--- config.mk ---
export PLATFORM = sky130hd
export DESIGN_NAME = adder_sum_collector
export DESIGN_NICKNAME = d
export VERILOG_FILES = /design/src/rtl/adder_sum_collector.sv
export SDC_FILE = /design/constraint.sdc
export NUM_CORES = 1
export LEC_CHECK = 0
export ABC_AREA = 0
export BUFFER_PORTS_ARGS = -buffer_cell sky130_fd_sc_hd__buf_2
export CAP_MARGIN = 20
export CORE_ASPECT_RATIO = 1.1
export CORE_MARGIN = 1
export CORE_UTILIZATION = 30
export DETAILED_ROUTE_END_ITERATION = 10
export PLACE_DENSITY = 0.58
export SYNTH_ARGS = -nofsm -noshare
export SYNTH_HDL_FRONTEND = slang
export SYNTH_SLANG_ARGS = --single-unit
--- constraint.sdc ---
create_clock -name clk -period 2.9 [get_ports clk]
set_input_delay 0.29 -clock clk [delete_from_list [all_inputs] [get_ports clk]]
set_output_delay 0.29 -clock clk [all_outputs]
set_load 0.02 [all_outputs]
--- src/rtl/adder_sum_collector.sv ---
// adder_sum_collector
//   Collects COUNT results from the 4-bit ripple-carry adder. Each result is
//   taken as the unsigned value {cout, sum}. The samples are summed into a
//   saturating ACC_W-bit total, and the batch total is presented on a held
//   valid/ready output.
//
// Ports
//   clk        rising-edge clock
//   rst        asynchronous reset, active low
//   clear      synchronous batch abort (ignored in IDLE)
//   in_valid   upstream sample valid
//   in_ready   collector accepts a sample this cycle
//   in_sum     adder sum, DATA_W bits
//   in_cout    adder carry-out
//   out_valid  batch result valid (held until out_ready)
//   out_ready  downstream accepts the result
//   out_acc    batch total, saturated to all-ones
//   out_ovf    saturation happened somewhere in this batch
//
// Every output is either a register or a decode of the state register, so
// there is no combinational path from any input to any output.
module adder_sum_collector #(
    parameter int DATA_W = 4,
    parameter int ACC_W  = 12,   // must be >= DATA_W+1
    parameter int COUNT  = 8     // 1..255, fits the 8-bit sample counter
) (
    input  logic              clk,
    input  logic              rst,
    input  logic              clear,
    input  logic              in_valid,
    output logic              in_ready,
    input  logic [DATA_W-1:0] in_sum,
    input  logic              in_cout,
    output logic              out_valid,
    input  logic              out_ready,
    output logic [ACC_W-1:0]  out_acc,
    output logic              out_ovf
);

    localparam logic [1:0] S_IDLE  = 2'd0;
    localparam logic [1:0] S_ACCUM = 2'd1;
    localparam logic [1:0] S_HOLD  = 2'd2;

    // The COUNT-th handshake arrives while cnt still holds COUNT-1.
    localparam logic [7:0] CNT_LAST = 8'(COUNT - 1);

    logic [1:0]        state;
    logic [ACC_W-1:0]  acc;
    logic [7:0]        cnt;
    logic              ovf;

    logic [DATA_W:0]   sample;
    logic [ACC_W:0]    sum;
    logic              in_hs;
    logic              out_hs;

    assign in_ready  = (state == S_ACCUM);
    assign out_valid = (state == S_HOLD);
    assign out_acc   = acc;
    assign out_ovf   = ovf;

    assign in_hs  = in_valid & in_ready;
    assign out_hs = out_valid & out_ready;

    // Treat the adder result as an unsigned (DATA_W+1)-bit value. Add it one
    // bit wider than the accumulator so that the top bit flags an overflow.
    assign sample = {in_cout, in_sum};
    assign sum    = {1'b0, acc} + {{(ACC_W - DATA_W){1'b0}}, sample};

    always_ff @(posedge clk or negedge rst) begin
        if (!rst) begin
            state <= S_IDLE;
            acc   <= '0;
            cnt   <= '0;
            ovf   <= 1'b0;
        end else begin
            case (state)
                // One idle cycle after reset release, then start collecting.
                S_IDLE: begin
                    state <= S_ACCUM;
                end

                S_ACCUM: begin
                    if (clear) begin
                        // Abort wins over a sample arriving in the same cycle.
                        acc <= '0;
                        cnt <= '0;
                        ovf <= 1'b0;
                    end else if (in_hs) begin
                        if (sum[ACC_W]) begin
                            // Saturate. Later additions overflow again and
                            // keep acc pinned at all-ones. ovf stays sticky.
                            acc <= '1;
                            ovf <= 1'b1;
                        end else begin
                            acc <= sum[ACC_W-1:0];
                        end
                        cnt <= cnt + 8'd1;
                        if (cnt == CNT_LAST) begin
                            state <= S_HOLD;
                        end
                    end
                end

                S_HOLD: begin
                    // A result taken in the same cycle as clear is dropped.
                    // Both cases restart an empty batch.
                    if (clear || out_hs) begin
                        state <= S_ACCUM;
                        acc   <= '0;
                        cnt   <= '0;
                        ovf   <= 1'b0;
                    end
                end

                default: begin
                    state <= S_IDLE;
                end
            endcase
        end
    end

endmodule

Yosys cells after proc, flatten, opt, wreduce, memory -nomap -nowiden
Cells that the tools add are included.
- flip-flop bits (word level): 23
- input bits: 10
- output and inout bits: 15
- logic and storage cells: 42
- add/sub/neg operators: 2
- equality and inequality tests: 9
- multiplexer cells: 19
- bitwise gates (word level): 2
- reduce and logical (&&, ||, !) cells: 6
- operators with widths (kind ; count):
    $mux 12 ; 4
    $mux 8 ; 3
    $pmux 12 s2 ; 1
    $pmux 8 s2 ; 1
    $add 12x5->13 ; 1
    $add 8x1->8 const B ; 1
    $eq 8x3->1 const B ; 1
    $mux 2 ; 4
    $reduce_and 4->1 ; 2
    $ne 2x1->1 const B ; 3
    $ne 3x2->1 const B ; 2
    $pmux 2 s3 ; 1
    $mux 1 ; 4
    $reduce_and 3->1 ; 1
    $and 1x1->1 ; 2
    $eq 2x1->1 const B ; 1
    $eq 2x2->1 const B ; 1
    $logic_not 2->1 ; 1
    $ne 2x2->1 const B ; 1
    $pmux 1 s2 ; 1
    $reduce_bool 2->1 ; 1
    $logic_or 1x1->1 ; 1

Logic depth before layout (Yosys ltp)
Gate-level depths: netlist of the first run.
- depth in word-level cells: 5
- gate-level depth with buffers: 8
- gate-level depth less buffers: 7

Least setup slack after synthesis of the first run
No wires, ideal clock.
- path type: register to register
- start point: register acc[0] (netlist: out_acc[0])
- end point: register acc[6] (netlist: out_acc[6])
- setup time: 0.126 ns
- arrival: 2.012 ns
- required time: 2.774 ns
- slack: 0.762 ns
- cell stages (with the launch flop): 7
- buffers on the path: 0
- period minus slack after synthesis: 2.138 ns
- path through: dfrtp_1 > ha_1 > fa_1 > a211oi_1 > o21ba_2 > nor3_2 > a221o_1
- longest elaborated chain between the ends: 5
- RTL lines (element ; line ; RTL):
    start: declaration ; 48 ; logic [ACC_W-1:0] acc;
    start signal: assignment ; 96 ; acc <= sum[ACC_W-1:0];
    $add 12x5->13 ; 68 ; assign sum = {1'b0, acc} + {{(ACC_W - DATA_W){1'b0}}, sample};
    $mux 12 ; 90 ; if (sum[ACC_W]) begin
    $mux 12 ; 89 ; end else if (in_hs) begin
    $mux 12 ; 84 ; if (clear) begin
    $pmux 12 s2 ; 77 ; case (state)
Every way passes these cells. The select of a mux whose other input is x is not followed.
A chain may end at the register's enable or synchronous reset.

Worst setup path in the final report of the first run
Same ends and word-level chain as after synthesis.

==> impl_metrics.py, run 1 <==
metrics = {
    "power_and_ir_drop": {
        "power.density_nw_per_um2": 715.4,
        "p_total_uw": 1185,
        "p_seq_share_pct": 37.0,
        "clkPwrFrac_pct": 16.8,
        "leakage_uw": 0.0008342,
        "power.switching_uw": 499.8,
        "p_int_uw": 685.3,
        "comb_power_share_pct": 46.2,
        "swShare_pct": 42.17,
        "irDropWorstVdd_mv": 0.2335,
    },
    "cells_and_area": {
        "nets": 200,
        "nFillCells": 486,
        "multi_input_area_um2": 827.0,
        "drive_above_1_share_pct": 16.85,
        "n_antenna_cell": 0,
        "synthToLayoutAreaGrowth_pct": 15.13,
        "regArea_um2": 575.6,
    },
    "timing": {
        "tns_ns": 0,
        "fmaxAchievable_mhz": 468.4,
        "slew_violations": 0,
        "setup_viol": 0,
        "hold_viol": 0,
        "fin_worst_skew_ns": 0.005500,
        "rsz0062_at_grt": "false",
        "slew_headroom_pct": 63.01,
        "worstMarginPinSlew_ns": 0.5548,
        "period_needed_ns": 2.135,
        "fin_crit_sh_pct": 73.62,
    },
    "setup_path": {
        "critical-path-top-delay-family": "compound AO/OA/AOI/OAI gates",
        "slowest_delay_ns": 0.42,
        "start_kind": "register",
        "worst-path-buf-inv": 0,
        "cp.arrival_ns": 2.29,
        "required_ns": 3.06,
        "path_class": "register to register",
        "crit_chain": "ha_1 > fa_1 > a211oi_1 > o21ba_2 > nor3_2 > a221o_1",
        "worstSetupEndpointType": "register",
        "cp_slowest_cell": "fa_1",
        "path_max_fanout": 7,
    },
    "synthesis": {
        "yosysWarnings": 0,
        "syn_avg_cell_area_um2": 9.343,
        "ys_types": 40,
        "synthCells": 154,
        "yosysMostFrequentCell": "dfrtp_1",
        "synth_fp_nets": 175,
        "ys_top_cells_by_area": "dfrtp_1, ha_1, xor2_1, nand2_1, a21o_1",
        "yosysSeqAreaShare_pct": 40.00,
        "syn_area_um2": 1439,
        "async_flop_share_pct": 100.0,
        "yosys_register_bits": 23,
        "synth_top_area_share_pct": 40.00,
        "synth_edf_count": 0,
        "yosys-top-cells-count": "dfrtp_1, nand2_1, nor2_1",
        "yosysTopAreaCell": "dfrtp_1",
        "synth-main-ff-cell": "dfrtp_1",
    },
    "routing": {
        "viasPerCell": 5.085,
        "drt-total-wl_um": 3060,
        "drt_iter0_drc": 52,
        "first_pass_iters": 4,
        "dr_total_vias": 1190,
        "drc": 0,
        "ant_nets": 0,
        "wl_per_cell_um": 13.08,
    },
    "grt": {
        "antenna_found_initial": 0,
        "grt_first_pass_wirelength_um": 5147,
        "grt_usage_pct": 13.56,
        "grt_overflow": 0,
        "grt_max_degree": 24,
        "grt_pass1_vias": 1114,
    },
    "placement": {
        "io_buffers": 24,
        "dp_hpwl_um": 2322,
        "gp_congestion": 0.7949,
    },
    "cts": {
        "cts_tree": "yes",
        "cts_root_buf": "clkbuf_8",
        "htree_levels": 1,
        "post-cts-setup-buffer-count": 0,
        "cts_resized": 0,
        "cts_inserted_buffers": 3,
        "clk_path_buf_depth": 2,
        "cts.sinks": 23,
        "clk_latency_ns": 0.26,
        "clkTransAtPathRegs_ns": 0.08,
        "hold_buffers": 0,
    },
    "floorplan": {
        "die_y_um": 74.64,
        "start_util_pct": 31.15,
        "row_count": 26,
        "dieWidth_um": 68.03,
        "die_area_um2": 5077,
        "pin_count": 25,
        "core_um2": 4619,
    },
    "min_path": {
        "hold_class": "input pin to async pin",
    },
    "job": {
        "maxCapViolations": 0,
    },
    "outcome": {
        "status": "completed",
    },
}
## power by group through the flow
| stage | Combinational [uW] | Sequential (uW) | Clock (uW) |
|---|---|---|---|
| 5_1_grt | 614 | 450 | 225 |
| 4_1_cts | 554 | 440 | 213 |
| 2_1_floorplan | 371 | 482 | 0 |
| 3_5_place_dp | 552 | 447 | 0 |
| 6_report | 547 | 438 | 199 |
| 3_3_place_gp | 554 | 446 | 0 |
## through the flow
step / instance area, um^2 / util (%) / worst slack (ns) / hold WS (ns) / cells
after floorplan: 1439 / - / 0.7615 / -0.005591 / 154
after global placement: 1612 / 34.89 / 0.7273 / 0.3142 / 230
after detailed placement: 1612 / 34.89 / 0.7215 / 0.3075 / 230
after CTS: 1657 / 35.86 / 0.7448 / 0.01183 / 234
after global routing: 1657 / 35.86 / 0.6232 / 0.04086 / 234
final: 1657 / 35.86 / 0.7650 / 0.00003125 / 234
## per-layer routing
metal	GRT usage (%)	vias to the layer above	routed length [um]
met1	17.58	554	1480
met3	3.182	2	87
met2	22.88	18	1476
met5	0	-	0
li1	-	616	-
met4	2.778	0	17
## sequential cells by signal, summed over array words and instances, names as in the netlist
name and count:
out_acc 12, cnt 8, out_ovf 1, state 2
## path summary, 6_finish.rpt
kind	from	to	slack, ns	depth (start not counted)
max in group asynchronous	rst	state[0]	2.54	1
min in group clk	in_sum[0]	out_acc[0]	0.41	4
setup reg to reg	out_acc[0]	out_acc[6]	0.77	6
setup / recovery	out_acc[0]	out_acc[6]	0.77	6
hold / removal	rst	out_acc[3]	0.00003	1
hold reg to reg	out_ovf	out_ovf	0.50	1
## area by class of cell
type	instances	area share (%)
flip-flops and latches	23	34.74
multi-input cells	122	49.92
clock buffers	4	2.719
well taps	56	4.230
repair buffers	24	7.251
inverters	5	1.133
## cell usage in the layout, fill, tap and decap left out, drive strengths merged, types with 2 or more instances in the layout
master and instances:
and2 3, dfrtp 23, a22o 3, nand2b 2
nand2 14, a41oi 2, a21o 6, clkbuf 4
xnor2 2, and3 4, nand4 4, a211oi 2
a21oi 8, o21bai 2, ha 10, and4 2
o31ai 2, buf 24, nand3 6, nor3 3
o21ai 14, nor2 12, inv 5, xor2 7
## kinds of logic after synthesis
group,synth area share (%)
compound gates,22.70
fa+ha+maj,10.09
buf+inv,2.522
simple gates,18.52
xor+xnor,5.479
mux,0.6957
flops,40.00
Note: power is estimated with default switching activity, not from simulation.
==> run 2: changes to the inputs <==
- clock period: 2.9 -> 2.2 ns (I/O delays scaled with it)
==> run 2 against run 1 <==
Register-to-register slack got worse by 0.60 ns. Count of clock-buffer cells in the layout decreased by 1. Clock power increased by 39%. Core utilization increased by 0.73 points. Via count increased by 4.2%. Sequential share of layout area decreased by 0.69 points. Cell count increased by 1.3%. Critical path depth unchanged. Wire length increased by 5.4%. Critical path type unchanged. Critical endpoint unchanged. Largest cell class unchanged.
==> impl_metrics.py, run 2 (synthesis gave the netlist of run 1 again) <==
metrics = {
    "timing": {
        "setup_viol": 0,
        "rsz0062_at_grt": "false",
        "hold_viol": 0,
        "period_needed_ns": 2.032,
        "fin_crit_sh_pct": 92.37,
        "slew_headroom_pct": 64.06,
        "worstMarginPinSlew_ns": 0.5391,
        "fin_worst_skew_ns": 0.009615,
        "tns_ns": 0,
        "slew_violations": 0,
        "fmaxAchievable_mhz": 492.1,
    },
    "floorplan": {
        "die_y_um": 74.64,
        "die_area_um2": 5077,
        "core_um2": 4619,
        "pin_count": 25,
        "row_count": 26,
        "dieWidth_um": 68.03,
        "start_util_pct": 31.15,
    },
    "cells_and_area": {
        "fin_cells": 237,
        "final_cell_mix": "buf_2, dfrtp_1, nand2_1, nor2_1, ha_1",
        "largest_reg_flops": 12,
        "layout_commonest_cell": "buf_2",
        "multi_input_area_um2": 834.6,
        "nFillCells": 475,
        "n_antenna_cell": 0,
        "drive_above_1_share_pct": 19.34,
        "synthToLayoutAreaGrowth_pct": 17.48,
        "regArea_um2": 575.6,
        "nets": 203,
    },
    "min_path": {
        "hold_class": "input pin to register",
        "worstHoldStart": "in_sum[0]",
    },
    "power_and_ir_drop": {
        "leakage_uw": 0.0008506,
        "power.density_nw_per_um2": 960.0,
        "irDropWorstVdd_mv": 0.3641,
    },
    "routing": {
        "drc": 0,
        "dr_total_vias": 1240,
        "first_pass_iters": 6,
        "wl_per_cell_um": 13.61,
        "ant_nets": 0,
        "viasPerCell": 5.232,
        "drt_iter0_drc": 36,
        "drt-total-wl_um": 3226,
    },
    "setup_path": {
        "path_class": "register to register",
        "path_max_fanout": 7,
        "rrSetupSlack_ns": 0.17,
        "timing.rr.end": "out_acc[6]",
        "cp.arrival_ns": 2.20,
        "critPathLaunch": "out_acc[0]",
        "required_ns": 2.36,
        "reg2reg_depth": 6,
        "start_kind": "register",
        "worstSetupEndpointType": "register",
        "endpoint": "out_acc[6]",
        "worstReg2RegStart": "out_acc[0]",
    },
    "placement": {
        "place_inst": 232,
        "io_buffers": 24,
        "gp_congestion": 0.7998,
        "dp_hpwl_um": 2422,
    },
    "job": {
        "maxCapViolations": 0,
    },
    "cts": {
        "cts_inserted_buffers": 3,
        "clkTransAtPathRegs_ns": 0.09,
        "clk_latency_ns": 0.27,
        "htree_levels": 1,
        "cts_root_buf": "clkbuf_8",
        "cts_tree": "yes",
        "clk_path_buf_depth": 2,
        "cts.sinks": 23,
    },
    "grt": {
        "grt_max_degree": 24,
        "grt_overflow": 0,
        "grt_usage_pct": 14.29,
        "grt_pass1_vias": 1258,
        "antenna_found_initial": 0,
        "grt_first_pass_wirelength_um": 5471,
    },
    "outcome": {
        "status": "completed",
    },
}
==> run 2: changes by cell type in the layout (fill, tap and decap cells not counted), sizes merged <==
| cell | delta |
|---|---|
| buf | +2 |
| clkbuf | -1 |
| clkinv | +1 |
| dlygate4sd3 | +1 |
==> run 2: final cells by class <==
class / instances / area share [%]
Clock buffer: 3 / 2.443
Clock inverter: 1 / 0.2961
Inverter: 5 / 1.110
Multi-Input combinational cell: 122 / 49.37
Sequential cell: 23 / 34.05
Tap cell: 56 / 4.145
Timing Repair Buffer: 27 / 8.586
==> run 2: worst max-delay path: stages, from the launching register on <==
cell,delay [ns]
dfrtp_1,0.40
ha_1,0.23
fa_2,0.38
a211oi_2,0.26
o21ba_2,0.22
nor3_2,0.09
a221o_1,0.35
==> run 2: metal layers <==
| metal | vias up | routed length (um) | global-route usage (%) |
|---|---|---|---|
| met1 | 597 | 1469 | 17.33 |
| met5 | - | 0 | 0 |
| met4 | 0 | 54 | 5.324 |
| met3 | 4 | 76 | 2.273 |
| met2 | 19 | 1625 | 25.16 |
| li1 | 620 | - | - |
==> run 2: worst min path at each step <==
stage / to / slack, ns / cells past startpoint
finish: out_acc[0] / 0.34 / 4
floorplan: cnt[0] / -0.08 / 0
CTS: out_acc[0] / 0.34 / 4
detailed placement: cnt[4] / 0.24 / 1
global placement: cnt[4] / 0.24 / 1
global route: out_ovf / 0.40 / 3
==> run 2: timing repair <==
item | in CTS | in global routing
setup buffers | 0 | 0
endpoints found under the hold margin | 23 | 0
endpoints found under the setup margin | 0 | 9
hold buffers | 1 | 0
resized for setup | 0 | 2
==> run 2: report_power, final <==
group | switching, uW | internal, uW
Clock | 150 | 127
Sequential | 74.2 | 504
Combinational | 471 | 297
Total | 695 | 928
==> run 2: per-stage QoR <==
step / util, % / total power [uW] / instance area (um^2) / hold WS (ns) / setup slack (ns)
3_5_place_dp: 35.21 / 1346 / 1627 / 0.2394 / 0.03190
6_report: 36.59 / 1623 / 1690 / 0.3429 / 0.1678
5_1_grt: 36.59 / 1759 / 1690 / 0.4015 / 0.02749
3_3_place_gp: 35.21 / 1344 / 1627 / 0.2391 / 0.08831
2_1_floorplan: - / 1123 / 1439 / -0.07559 / 0.06152
4_1_cts: 36.43 / 1628 / 1683 / 0.3427 / 0.03044
